`src/rtl/branch_resolve_sequencer.sv`:
```
// Ordered resolved-branch queue: merges two branch ports into one in-order
// stream for the frontend and suppresses wrong-path resolutions until a flush.

package branch_resolve_sequencer_pkg;
    localparam int unsigned VLEN = 64;

    typedef struct packed {
        logic [31:0] reserved;
    } cva6_cfg_t;

    localparam cva6_cfg_t cva6_cfg_empty = '0;

    typedef struct packed {
        logic            valid;
        logic [VLEN-1:0] pc;
        logic [VLEN-1:0] target_address;
        logic            is_mispredict;
        logic            is_taken;
        logic [2:0]      cf_type;
    } bp_resolve_t;
endpackage

module branch_resolve_sequencer
    import branch_resolve_sequencer_pkg::*;
#(
    parameter int unsigned DEPTH   = 4,
    parameter cva6_cfg_t   CVA6Cfg = cva6_cfg_empty
) (
    input  logic                       clk_i,
    input  logic                       rst_i,
    input  logic                       flush_i,
    input  bp_resolve_t [1:0]          res_i,
    output logic                       ready_o,
    output bp_resolve_t                resolved_branch_o,
    output logic                       squash_o,
    output logic [$clog2(DEPTH+1)-1:0] occupancy_o,
    output logic                       overflow_o
);
    localparam int unsigned PW = $clog2(DEPTH);
    localparam int unsigned CW = $clog2(DEPTH + 1);

    typedef enum logic {
        RUN    = 1'b0,
        SQUASH = 1'b1
    } state_e;

    state_e      state_q, state_d;
    bp_resolve_t mem_q [DEPTH];
    logic [PW-1:0] rd_q, wr_q, wr1;
    logic [CW-1:0] count_q, free;
    logic          pop, v0, v1, push0, push1, drop;
    logic          overflow_q;
    logic          unused_cfg;

    assign unused_cfg = ^CVA6Cfg;

    // State register
    always_ff @(posedge clk_i or posedge rst_i) begin
        if (rst_i) state_q <= RUN;
        else       state_q <= state_d;
    end

    // Next state plus push/drop decisions; space is counted after this cycle's pop
    always_comb begin
        state_d = state_q;
        v0      = 1'b0;
        v1      = 1'b0;
        push0   = 1'b0;
        push1   = 1'b0;
        drop    = 1'b0;
        pop     = (count_q != '0);
        free    = CW'(DEPTH) - count_q + CW'(pop);
        if (!flush_i && state_q == RUN) begin
            v0    = res_i[0].valid;
            v1    = res_i[1].valid && !(res_i[0].valid && res_i[0].is_mispredict);
            push0 = v0 && (free != '0);
            push1 = v1 && (free >= (push0 ? CW'(2) : CW'(1)));
            drop  = (v0 && !push0) || (v1 && !push1);
            if ((push0 && res_i[0].is_mispredict) || (push1 && res_i[1].is_mispredict))
                state_d = SQUASH;
        end
        if (flush_i) state_d = RUN;
    end

    assign wr1 = push0 ? PW'(wr_q + PW'(1)) : wr_q;

    // Pointers, count and sticky overflow
    always_ff @(posedge clk_i or posedge rst_i) begin
        if (rst_i) begin
            rd_q       <= '0;
            wr_q       <= '0;
            count_q    <= '0;
            overflow_q <= 1'b0;
        end else if (flush_i) begin
            rd_q    <= '0;
            wr_q    <= '0;
            count_q <= '0;
        end else begin
            rd_q    <= rd_q + PW'(pop);
            wr_q    <= wr_q + PW'(push0) + PW'(push1);
            count_q <= count_q - CW'(pop) + CW'(push0) + CW'(push1);
            if (drop) overflow_q <= 1'b1;
        end
    end

    // Payload storage; contents are only observed through the count-gated head
    always_ff @(posedge clk_i) begin
        if (push0) mem_q[wr_q] <= res_i[0];
        if (push1) mem_q[wr1]  <= res_i[1];
    end

    assign resolved_branch_o = pop ? mem_q[rd_q] : '0;
    assign ready_o           = (CW'(DEPTH) - count_q) >= CW'(2);
    assign squash_o          = (state_q == SQUASH);
    assign occupancy_o       = count_q;
    assign overflow_o        = overflow_q;

endmodule

```
`config.mk`:
```
export PLATFORM = sky130hd
export DESIGN_NAME = branch_resolve_sequencer
export DESIGN_NICKNAME = d
export VERILOG_FILES = /design/src/rtl/branch_resolve_sequencer.sv
export SDC_FILE = /design/constraint.sdc
export NUM_CORES = 1
export LEC_CHECK = 0
export ABC_AREA = 0
export BUFFER_PORTS_ARGS = -buffer_cell sky130_fd_sc_hd__buf_2
export CELL_PAD_IN_SITES_DETAIL_PLACEMENT = 1
export CELL_PAD_IN_SITES_GLOBAL_PLACEMENT = 1
export CORE_ASPECT_RATIO = 1.1
export CORE_UTILIZATION = 38
export DETAILED_ROUTE_END_ITERATION = 12
export PLACE_DENSITY = 0.64
export SLEW_MARGIN = 15
export SYNTH_ARGS = -nofsm -noshare
export SYNTH_HDL_FRONTEND = slang
export SYNTH_SLANG_ARGS = --single-unit
```
`constraint.sdc`:
```
create_clock -name clk_i -period 6.02 [get_ports clk_i]
set_input_delay 0.602 -clock clk_i [delete_from_list [all_inputs] [get_ports clk_i]]
set_output_delay 0.602 -clock clk_i [all_outputs]
set_load 0.05 [all_outputs]
```
; Yosys cells after proc, flatten, opt, wreduce, memory -nomap -nowiden
; Memories as Yosys holds them, arrays and structs flattened.
; Index checks and enable logic that the tools add are counted.
[totals]
register_bits = 9
latchBits = 0
mem_bits_rw = 536
romBits = 0
input_bits = 271
out_inout_bits = 140
wordCells = 56
mem_count = 1
[mem_list]
columns = name, words, word_bits, read_ports, rd_ports_with_merged_regs, wr, line
row1 = mem_q, 4, 134, 1, 0, 2, 48  ; bp_resolve_t mem_q [DEPTH];
[classes]
n_addsub = 9
n_mul = 0
div_mod_pow = 0
magnitude_cmp = 2
eq_ne = 0
shift = 0
n_mux = 16
bitwise = 2
reduce_logical = 21
[ops]
columns = cell, count
row1 = $mux 134, 1
row2 = $mux 1, 10
row3 = $add 3x1->3, 3
row4 = $logic_and 1x1->1, 9
row5 = $mux 2, 4
row6 = $add 2x1->2, 3
row7 = $reduce_bool 3->1, 2
row8 = $logic_not 1->1, 4
row9 = $reduce_and 2->1, 2
row10 = $reduce_bool 2->1, 2
row11 = $ge 3x2->1, 1
row12 = $ge 3x2->1 const B, 1
row13 = $mux 3, 1
row14 = $sub 3x1->3, 1
row15 = $sub 3x3->3 const A, 1
row16 = $add 2x1->2 const B, 1
row17 = $logic_or 1x1->1, 2
row18 = $not 1->1, 2

; Depth between registers and ports, before layout
; Gate-level depths: netlist (run 1).
[depth]
word_depth = 12
mapped_depth = 14
ltp_nobuf = 14

; Worst setup path after synthesis (run 1)
; OpenSTA, ideal clock, no wires.
[synth_path]
kind = register -> register
start = reg count_q[0] (netlist: occupancy_o[0])
end = mem mem_q[1][0] (netlist bit), enable pin
setup_time_ns = 1.154
arrival_ns = 5.685
t_required_ns = 4.866
slack_ns = -0.819
path_stages_with_launch = 15
path_buffers = 3
synth_period_minus_slack_ns = 6.839
cell_sequence = dfrtp_1 -> inv_1 -> ha_1 -> ha_1 -> xnor2_2 -> o31ai_4 -> ha_1 -> nand2b_1 -> a211oi_1 -> nor4_4 -> nand3b_1 -> clkbuf_1 -> buf_6 -> buf_4 -> nand2_1
[synth_rtl]
columns = item, line
row1 = start: declaration, 50  ; logic [CW-1:0] count_q, free;
row2 = start signal: assignment, 101  ; count_q <= count_q - CW'(pop) + CW'(push0) + CW'(push1);
row3 = end: declaration, 48

==> metrics.md, run 1 <==
| Metric | Value |
|---|---|
| CTS clock-pin slew for the worst setup and hold paths | `about 0.06 ns` |
| Initial Util | `between 30% and 40%` |
| Max-cap viol count | `0` |
| Crit path DAT | `a little over 5 ns` |
| Via density | `approximately 5.3` |
| Post-CTS Hold Buffers | `1` |
| Clk root buf | `clkbuf_16` |
| RSZ-0062 raised after global routing | `false` |
| Worst vdd ir | `roughly 0.40 mV` |
| Iter 0 DRT Violations | `between 600 and 700` |
| Initial antenna violation count | `37` |
| Detail Route Antenna Nets | `0` |
| Die area | `roughly 0.073 mm^2` |
| Crit-path slowest cell | `buf_12` |
| Syn avg cell area | `17.9 um^2` |
| Crit. End Element | `flip-flop` |
| Clk_lat worst skew | `0.61 ns` |
| Syn_nets | `about 1800` |
| Logic gate share of total power | `~45%` |
| Setup_tns | `0 ns` |
| R2R setup slack | `approximately 1.2 ns` |
| Count of final hold-check violations | `0` |
| Io pins | `a little over 400` |
| RR Endpoint | `mem_q[2][128]` |
| Inserted Clock Buffers | `59` |
| Yosys top cell area share | `58.8%` |
| Worst r2r src | `occupancy_o[0]` |
| Critical path required time | `~6.4 ns` |
| Worst slew margin | `roughly a fifth` |
| CORE AREA | `0.0708 mm^2` |
| Area grow syn2layout | `18.3%` |
| Status | `completed` |
| CTS tree | `yes` |
| First-pass GRT wire length | `roughly 110000 um` |
| Min-Delay Path Class | `input pin to flip-flop` |
| Synth top area cells | `edfxtp_1 (59%), mux2_2 (17%), mux4_2 (11%)` |
| Crit path cell chain | `inv_1 -> ha_1 -> ha_1 -> xnor2_2 -> o31ai_4 -> ha_1 -> nand2b_1 -> a211oi_1 -> nor4_4 -> nand3b_1 -> buf_12 -> mux2_2` |
| Power Density | `between 400 and 500 mW/mm^2` |
| CP Launch Point | `occupancy_o[0]` |
| Leak pwr | `around 0.011 uW` |
| Clk pwr share | `~22%` |
| Post-DP Area | `roughly 0.030 mm^2` |
| Synth cell types | `37` |
| Sequential share of power | `between 30% and 40%` |
| Post-synthesis sequential area ratio | `59.7%` |
| Sw Pwr | `roughly 6500 uW` |
| Routed WL | `75500 um` |
| Type of the worst setup path | `flip-flop to flip-flop` |
| Switching power share of the total | `about two fifths` |
| Synth Register Bits | `545` |
| Internal cell power | `slightly above 9000 uW` |
| H-Tree Depth | `2` |
| Placer congestion estimate | `~0.77` |
| Fin crit period | `4.78 ns` |
| Row count | `between 100 and 150` |
| Design Area, Final | `roughly 0.032 mm^2` |
| Gr usage total | `about 21%` |
| Crit-path max FO | `approximately 130` |
| Fmax | `between 200 and 250 MHz` |
| Final setup fails | `0` |
| Layout cells sized above 1 | `a little over half` |
| WL per Instance | `25.9 um` |
| Overflow after GRT | `0` |
| Bufs on Longest Clock Path | `3` |
| CTS resizes | `0` |
| Slew @ Worst Pin | `approximately 1.2 ns` |
| Slew Limit Fails | `0` |
| CP endpoint | `mem_q[2][128]` |
| Crit path launch type | `flip-flop` |
| Cells after Synth | `around 1500` |
| Ys Warns | `0` |
| Total vias in the final route | `around 16000` |
| Mapped Area | `0.0274 mm^2` |
| Die width | `258 um` |
| Largest net degree at the start of global routing | `~130` |
| Cell taking the most area after synthesis | `edfxtp_1` |
| Cells on worst reg2reg path | `12` |
| Final period util | `79.5%` |
| DRC viols | `0` |
| DR pass1 iterations | `4` |
| Final nets | `~2200` |
| Max incr delay on CP | `between 0.5 and 0.6 ns` |
| Cell repeated most along the worst path | `ha_1` |
| Clock skew | `approximately 0.014 ns` |
| Vias in the first global route | `approximately 17000` |
| Post-CTS Setup Bufs | `0` |
| Hpwl dp | `roughly 43000 um` |
| Port Buf Inserts | `410` |
| Clock sink count | `545` |
| Die Ht | `approximately 280 um` |
-- cells in the mapped netlist, drive strengths merged --
| cell | count |
|---|---|
| mux2i | 1 |
| o311a | 1 |
| xnor2 | 5 |
| a21o | 2 |
| o31ai | 3 |
| or3b | 1 |
| nor2b | 2 |
| edfxtp | 536 |
| or2 | 1 |
| nand2b | 1 |
| a211oi | 2 |
| dfrtp | 9 |
| o41ai | 1 |
| mux4 | 134 |
| clkbuf | 32 |
| mux2 | 532 |
| nor4 | 1 |
| ha | 13 |
| nand3b | 2 |
| nand3 | 2 |
| o21ai | 2 |
| and2 | 134 |
| nor3 | 1 |
| xor2 | 2 |
| fa | 3 |
| nand2 | 9 |
| nor2 | 9 |
| inv | 14 |
| buf | 71 |
-- area by class of cell --
cell class / count / area (um^2)
Inverter: 14 / 55.1
Fill cell: 6888 / 38500
Clock buffer: 76 / 1580
Timing Repair Buffer: 432 / 2410
Multi-Input combinational cell: 864 / 10500
Clock inverter: 28 / 248
Tap cell: 936 / 1170
Antenna cell: 20 / 50.0
Sequential cell: 545 / 16300
-- critical path: cells and delay by family, from the launching register on --
kind	cells	cell delay [ns]
compound gates	2	0.87
xor+xnor	1	0.20
fa+ha+maj	3	0.82
buf+inv	2	0.71
flops	1	0.50
mux	1	0.42
simple gates	3	0.61
-- cell families after synthesis --
kind of cell / Yosys count / synth area share [%]
mux: 667 / 33.0
flops: 545 / 59.7
simple gates: 163 / 3.66
buf+inv: 117 / 2.17
fa+ha+maj: 16 / 0.814
compound gates: 11 / 0.389
xor+xnor: 7 / 0.279
-- cells in the final DEF (no fill, tap or decap), types with 9 or more instances in the layout --
master     count
diode_2       20
buf_2        410
edfxtp_1     536
clkbuf_16     61
clkbuf_1      15
buf_12        15
and2_1       134
clkinv_1      16
nor2_1         9
mux4_2       134
ha_1          13
inv_1         12
mux2_2       409
mux2_1       123
-- flip-flops by register name (all words and copies together), names as in the netlist --
name and cells:
mem_q 536, squash_o 1, overflow_o 1, occupancy_o 3, wr_q 2, rd_q 2
-- routing by layer --
metal  GRT usage [%]  vias to the layer above  part of all wire, %
met1            24.9                     8044                   41
met4            5.46                       40                  2.2
met3            5.89                      130                  6.5
met2            35.9                      364                   50
li1                -                     6927                    -
met5               0                        -                 0.34
-- power groups by stage --
stage                     clock (uW)  combinational [uW]  sequential (uW)
after floorplan                    0                5200             5220
after global placement             0                7130             5300
after detailed placement           0                7160             5330
after CTS                       3640                7190             5250
after global routing            3770                7440             5300
final                           3530                7030             5230
-- how the worst min path moves through the flow --
| stage | startpoint | end | slack, ns | depth (start not counted) |
|---|---|---|---|---|
| floorplan | rst_i | occupancy_o[0] | 0.43 | 1 |
| global route | res_i[98] | mem_q[3][98] | 0.28 | 2 |
| CTS | res_i[138] | squash_o | 0.27 | 3 |
| detailed placement | overflow_o | overflow_o | 0.45 | 1 |
| finish | res_i[138] | squash_o | 0.31 | 3 |
| global placement | overflow_o | overflow_o | 0.44 | 1 |
-- stage by stage --
| stage | total power [uW] | std cells | utilization (%) | setup WS, ns | hold WS (ns) |
|---|---|---|---|---|---|
| 2_1_floorplan | 10400 | 1526 | - | 0.515 | 0.430 |
| 3_3_place_gp | 12400 | 2790 | 43.0 | 1.47 | 0.443 |
| 3_5_place_dp | 12500 | 2790 | 43.0 | 1.33 | 0.454 |
| 4_1_cts | 16100 | 2895 | 45.6 | 1.32 | 0.269 |
| 5_1_grt | 16500 | 2910 | 45.7 | 0.982 | 0.284 |
| 6_report | 15800 | 2915 | 45.7 | 1.24 | 0.311 |
(Power assumes the default switching activity.)
==> run 2: changes to the inputs <==
--- a/config.mk
+++ b/config.mk
@@ -12,7 +12,7 @@
 export CORE_ASPECT_RATIO = 1.1
 export CORE_UTILIZATION = 38
 export DETAILED_ROUTE_END_ITERATION = 12
-export PLACE_DENSITY = 0.64
+export PLACE_DENSITY = 0.61
 export SLEW_MARGIN = 15
 export SYNTH_ARGS = -nofsm -noshare
 export SYNTH_HDL_FRONTEND = slang
==> constraint.sdc (replaced) <==
create_clock -name clk_i -period 4.6 [get_ports clk_i]
set_input_delay 0.46 -clock clk_i [delete_from_list [all_inputs] [get_ports clk_i]]
set_output_delay 0.46 -clock clk_i [all_outputs]
set_load 0.05 [all_outputs]
==> run 2 against run 1 <==
Register-to-register slack got worse by 0.83 ns. Non-clock buffer count increased by 36. Clock power increased by 35%. Clock skew increased by 0.0087 ns. Fmax increased by 14%. Sequential cell count unchanged. First-iteration DRC count increased by 13%. Total power increased by 33%.
==> metrics.md, run 2 (synthesis gave the netlist of run 1 again) <==
| Metric | Value |
|---|---|
| Status | `completed` |
| Io pins | `411 (unchanged)` |
| Port Buf Inserts | `410 (unchanged)` |
| CTS resizes | `0 (unchanged)` |
| Crit. End Element | `flip-flop` |
| Clock sink count | `545 (unchanged)` |
| Max-cap viol count | `0 (unchanged)` |
| Crit path launch type | `flip-flop` |
| Post-route insts no fill | `2949 (+1.2%)` |
| RR Endpoint | `mem_q[1][35]` |
| Vias in the first global route | `17400 (-0.40%)` |
| Top reg by flops | `mem_q` |
| Post-CTS Setup Bufs | `0 (unchanged)` |
| Final nets | `2239 (+1.6%)` |
| Number of fill cells | `6857 (-0.45%)` |
| Total vias in the final route | `15700 (+1.5%)` |
| Most frequent cells in the layout | `edfxtp_1 (536), buf_2 (410), mux2_2 (409)` |
| Crit-path max FO | `44 (-67%)` |
| Design Area, Final | `0.0328 mm^2 (+1.4%)` |
| Layout cells sized above 1 | `55.5% (+1.2 points)` |
| Post-DP Area | `0.0309 mm^2 (+1.3%)` |
| Largest net degree at the start of global routing | `96 (-28%)` |
| WHS Endpoint | `mem_q[3][123]` |
| Final setup fails | `0 (unchanged)` |
| WL per Instance | `26.1 um (+0.77%)` |
| Routed WL | `77000 um (+1.9%)` |
| RSZ-0062 raised after global routing | `false` |
| Most common cell after layout, fill and taps aside | `edfxtp_1` |
| Hold Path Depth | `2 (-1)` |
| Post-place setup slack | `0.341 ns (-0.988 ns)` |
| H-Tree Depth | `2 (unchanged)` |
| Power Density | `640 mW/mm^2 (+31%)` |
| Min-Delay Path Class | `input pin to flip-flop` |
| Count of final hold-check violations | `0 (unchanged)` |
| Hpwl dp | `47500 um (+11%)` |
| Bufs on Longest Clock Path | `3 (unchanged)` |
| Clk root buf | `clkbuf_16` |
| CTS tree | `yes` |
| Final period util | `91.1% (+12 points)` |
| Post-CTS Hold Buffers | `1 (unchanged)` |
| Hold Slack | `0.181 ns (-0.130 ns)` |
| Fin crit period | `4.19 ns (-0.592 ns)` |
| Clk_lat worst skew | `0.62 ns (about the same)` |
| Iter 0 DRT Violations | `783 (+13%)` |
| Dpl cells | `2826 (+1.3%)` |
| R2R setup slack | `0.41 ns (-0.83 ns)` |
| Placer congestion estimate | `0.775 (+0.66%)` |
| DRC viols | `0 (unchanged)` |
| DR pass1 iterations | `4 (unchanged)` |
| Crit path DAT | `4.53 ns (-0.60 ns)` |
| CTS clock-pin slew for the worst setup and hold paths | `0.06 ns (about the same)` |
| Via density | `5.34 (+0.30%)` |
| Worst slew margin | `29.3% (+9.6 points)` |
| Setup_tns | `0 ns (unchanged)` |
| Final worst slack | `0.409 ns (-0.828 ns)` |
| Initial Util | `38.6% (unchanged)` |
| Worst r2r src | `occupancy_o[0]` |
| Die Ht | `283 um (unchanged)` |
| Cells on worst reg2reg path | `12 (unchanged)` |
| Type of the worst setup path | `flip-flop to flip-flop` |
| Slew Limit Fails | `0 (unchanged)` |
| Gr usage total | `21.0% (+0.35 points)` |
| Die area | `0.0731 mm^2 (unchanged)` |
| Overflow after GRT | `0 (unchanged)` |
| CORE AREA | `0.0708 mm^2 (unchanged)` |
| Die width | `258 um (unchanged)` |
| Row count | `102 (unchanged)` |
| Worst vdd ir | `0.318 mV (-21%)` |
| First-pass GRT wire length | `114000 um (+1.3%)` |
| Inserted Clock Buffers | `59 (unchanged)` |
| Fmax | `239 MHz (+14%)` |
| Critical path required time | `4.94 ns (-1.43 ns)` |
| Clock skew | `0.0231 ns (+0.00873 ns)` |
| Leak pwr | `0.0116 uW (+2.3%)` |
| Initial antenna violation count | `31 (-16%)` |
| Detail Route Antenna Nets | `0 (unchanged)` |
| Largest register FFs | `536 (unchanged)` |
| Area grow syn2layout | `19.9%` |
| Slew @ Worst Pin | `1.06 ns (-0.144 ns)` |
| Worst min-delay path startpoint | `res_i[123]` |
==> run 2: cell count changes in the layout (fill, tap and decap cells not counted), sizes merged <==
cell    before  now
buf        431  467
clkinv      22   24
diode       20   16
bufinv       5    7
clkbuf      76   74
==> run 2: where the power goes <==
group | internal, uW | total, uW | switching, uW
Combinational | 3150 | 9370 | 6220
Sequential | 6480 | 6850 | 374
Clock | 2790 | 4760 | 1970
==> run 2: final cells by class <==
cell class | instances | area, um^2 | share of cell area [%]
timing repair buffer | 468 | 2800 | 8.54
antenna | 16 | 40.0 | 0.122
tap | 936 | 1170 | 3.57
clock inverter | 32 | 320 | 0.976
multi-input combinational | 864 | 10500 | 32.0
clock buffer | 74 | 1580 | 4.80
sequential | 545 | 16300 | 49.8
inverter | 14 | 55.1 | 0.168
==> run 2: worst max-delay path by stage <==
stage,from,to,depth (start not counted)
final,occupancy_o[0],mem_q[1][35],12
after global routing,occupancy_o[0],mem_q[1][18],12
after CTS,occupancy_o[0],mem_q[1][25],12
after detailed placement,occupancy_o[0],mem_q[1][25],12
after global placement,occupancy_o[0],mem_q[1][25],12
after floorplan,occupancy_o[0],mem_q[3][0],14
==> run 2: critical path: stages, from the launching register on <==
cell and delay, ns:
dfrtp_2 0.45, inv_1 0.09, ha_1 0.20, ha_1 0.32, xnor2_2 0.19, o31ai_4 0.34
ha_1 0.28, nand2b_1 0.14, a211oi_1 0.51, nor4_4 0.15, nand3b_1 0.48, buf_12 0.37
mux2_2 0.39
==> run 2: metrics by stage <==
step                      util (%)  total power (uW)
final                         46.3             21000
after global routing          46.3             21900
after CTS                     46.3             21300
after detailed placement      43.6             16500
after global placement        43.6             16400
after floorplan                  -             13600
==> run 2: routing by layer <==
layer	global-route usage [%]	part of all wire (%)
met5	0	0.29
met4	5.70	2.1
met3	5.08	5.7
met2	36.0	51
met1	26.3	41
==> run 3: changes to the inputs <==
--- a/config.mk
+++ b/config.mk
@@ -12,7 +12,7 @@
 export CORE_ASPECT_RATIO = 1.1
 export CORE_UTILIZATION = 38
 export DETAILED_ROUTE_END_ITERATION = 12
-export PLACE_DENSITY = 0.61
+export PLACE_DENSITY_LB_ADDON = 0.05
 export SLEW_MARGIN = 15
 export SYNTH_ARGS = -nofsm -noshare
 export SYNTH_HDL_FRONTEND = slang
==> constraint.sdc (replaced) <==
create_clock -name clk_i -period 4.15 [get_ports clk_i]
set_input_delay 0.415 -clock clk_i [delete_from_list [all_inputs] [get_ports clk_i]]
set_output_delay 0.415 -clock clk_i [all_outputs]
set_load 0.05 [all_outputs]
==> run 3 against run 2 <==
Register-to-register slack got worse by 0.08 ns. Worst hold slack got worse by 0.050 ns. Routed wire length up 0.12%. Die area did not move. First-iteration DRC count fell by 9.2%. Core utilization up 0.46 points. Critical endpoint is now mem_q[1][61]. Combinational power is 13% higher. Final area grew 0.99%.
==> metrics.md, run 3 (synthesis gave the netlist of run 1 again) <==
| Metric | Value |
|---|---|
| Status | `completed` |
| Detail Route Antenna Nets | `0 (unchanged)` |
| Slew @ Worst Pin | `0.734 ns (-0.326 ns)` |
| Power Density | `710 mW/mm^2 (+11%)` |
| Worst vdd ir | `0.497 mV (+56%)` |
| Crit path DAT | `4.19 ns (-0.34 ns)` |
| Largest register FFs | `536 (unchanged)` |
| DR pass1 iterations | `4 (unchanged)` |
| Hold Slack | `0.131 ns (-0.0505 ns)` |
| Crit path launch type | `flip-flop` |
| Min-Delay Path Class | `input pin to flip-flop` |
| Final setup fails | `0 (unchanged)` |
| Placer congestion estimate | `0.769 (-0.72%)` |
| Largest net degree at the start of global routing | `62 (-35%)` |
| GR Util met3 | `4.86% (-0.22 points)` |
| Top reg by flops | `mem_q` |
| Worst r2r src | `occupancy_o[0]` |
| Worst min-delay path startpoint | `res_i[121]` |
| Post-place setup slack | `0.161 ns (-0.180 ns)` |
| Die Ht | `283 um (unchanged)` |
| CTS tree | `yes` |
| Die width | `258 um (unchanged)` |
| Initial antenna violation count | `27 (-13%)` |
| Slew Limit Fails | `0 (unchanged)` |
| Tot Pwr | `23500 uW (+12%)` |
| CTS clock-pin slew for the worst setup and hold paths | `0.06 ns (about the same)` |
| H-Tree Depth | `2 (unchanged)` |
| Clk root buf | `clkbuf_16` |
| Vias in the first global route | `17400 (+0.080%)` |
| First-pass GRT wire length | `114000 um (about the same)` |
| Design Area, Final | `0.0331 mm^2 (+0.99%)` |
| Top Usage Layer GRT | `met2` |
| Routed WL | `77000 um (+0.12%)` |
| Critical path required time | `4.51 ns (-0.43 ns)` |
| Fmax | `262 MHz (+9.6%)` |
| Max-cap viol count | `0 (unchanged)` |
| Count of final hold-check violations | `0 (unchanged)` |
| Final period util | `92.1% (+1.0 points)` |
| Crit-path max FO | `35 (-20%)` |
| Hold Path Depth | `2 (unchanged)` |
| Overflow after GRT | `0 (unchanged)` |
| Iter 0 DRT Violations | `711 (-9.2%)` |
| Number of fill cells | `6885 (+0.41%)` |
| Area grow syn2layout | `21.1%` |
| Row count | `102 (unchanged)` |
| DRC viols | `0 (unchanged)` |
| Type of the worst setup path | `flip-flop to flip-flop` |
| Hpwl dp | `48900 um (+2.8%)` |
| Clock sink count | `545 (unchanged)` |
| Final nets | `2242 (+0.13%)` |
| Inserted Clock Buffers | `60 (+1.7%)` |
| Clk_lat worst skew | `0.62 ns (about the same)` |
| Final worst slack | `0.327 ns (-0.0824 ns)` |
| Initial Util | `38.6% (unchanged)` |
| Worst slew margin | `51.1% (+22 points)` |
| Io pins | `411 (unchanged)` |
| Bufs on Longest Clock Path | `3 (unchanged)` |
| Via density | `5.26 (-1.4%)` |
| Crit. End Element | `flip-flop` |
| Layout cells sized above 1 | `55.8% (+0.36 points)` |
| Die area | `0.0731 mm^2 (unchanged)` |
| Setup_tns | `0 ns (unchanged)` |
| Most common cell after layout, fill and taps aside | `edfxtp_1` |
| WL per Instance | `26.0 um (-0.18%)` |
| Leak pwr | `0.0117 uW (+0.89%)` |
| Clock skew | `0.0190 ns (-0.00403 ns)` |
| CP Launch Point | `occupancy_o[0]` |
| Global-route met2 utilization | `37.1% (+1.1 points)` |
| Port Buf Inserts | `410 (unchanged)` |
| M1 GR Usage | `25.6% (-0.71 points)` |
| Total vias in the final route | `15600 (-1.1%)` |
| CORE AREA | `0.0708 mm^2 (unchanged)` |
| Cells on worst reg2reg path | `13 (+1)` |
| RSZ-0062 raised after global routing | `false` |
| Post-DP Area | `0.0311 mm^2 (+0.74%)` |
| Fin crit period | `3.82 ns (-0.368 ns)` |
| Most frequent cells in the layout | `edfxtp_1 (536), buf_2 (410), mux2_2 (409)` |
| Gr usage total | `21.0% (+0.057 points)` |
[run 3: changes by cell type in the layout (fill, tap and decap cells not counted), sizes merged]
cell      delta
clkbuf       +3
buf          +2
bufinv       +2
diode        +2
clkinv       +1
clkinvlp     -1
[run 3: report_power, final]
part	leakage (uW)	total, uW	internal [uW]	switching (uW)
clock	0.000965	5470	3230	2230
combinational	0.00577	10600	3590	6970
sequential	0.00498	7510	7180	328
[run 3: layer usage]
layer | routed length [um] | share of wire, %
met5 | 126 | 0.16
met4 | 1470 | 1.9
met3 | 4300 | 5.6
met2 | 39900 | 52
met1 | 31300 | 41
[run 3: worst max-delay path: stages (launching register included)]
cell and delay [ns]:
dfrtp_4 0.54, inv_2 0.09, ha_2 0.20, ha_4 0.22, xnor2_4 0.15, o31ai_4 0.29
ha_1 0.28, nand2b_1 0.15, a211oi_2 0.40, nor4_4 0.12, nand3b_1 0.22, buf_12 0.22
buf_12 0.28, mux2_2 0.38
[run 3: repair_timing]
item                                    4_1_cts  5_1_grt
resized for setup                             0        0
hold buffers                                  1        0
endpoints found under the setup margin        0       80
setup buffers                                 0        1
endpoints found under the hold margin         9        0
[run 3: cell type report]
class	instances	area, um^2	area share (%)
clock inverter	34	379	1.14
inverter	14	55.1	0.166
antenna	18	45.0	0.136
multi-input combinational	864	10600	31.8
clock buffer	77	1590	4.79
tap	936	1170	3.54
sequential	545	16300	49.3
timing repair buffer	470	3010	9.07
[run 3: per-stage QoR]
step	instances	util, %
finish	2958	46.8
global route	2953	46.8
CTS	2939	46.7
detailed placement	2827	43.9
global placement	2827	43.9
floorplan	1526	-
[run 3: worst paths after layout]
path / to / slack [ns]
worst max-delay path: mem_q[1][61] / 0.33
worst min-delay path: mem_q[3][121] / 0.13
min in group asynchronous: occupancy_o[2] / 0.37
max in group asynchronous: rd_q[0] / 3.46
worst min register to register: overflow_o / 0.46
worst max register to register: mem_q[1][61] / 0.33
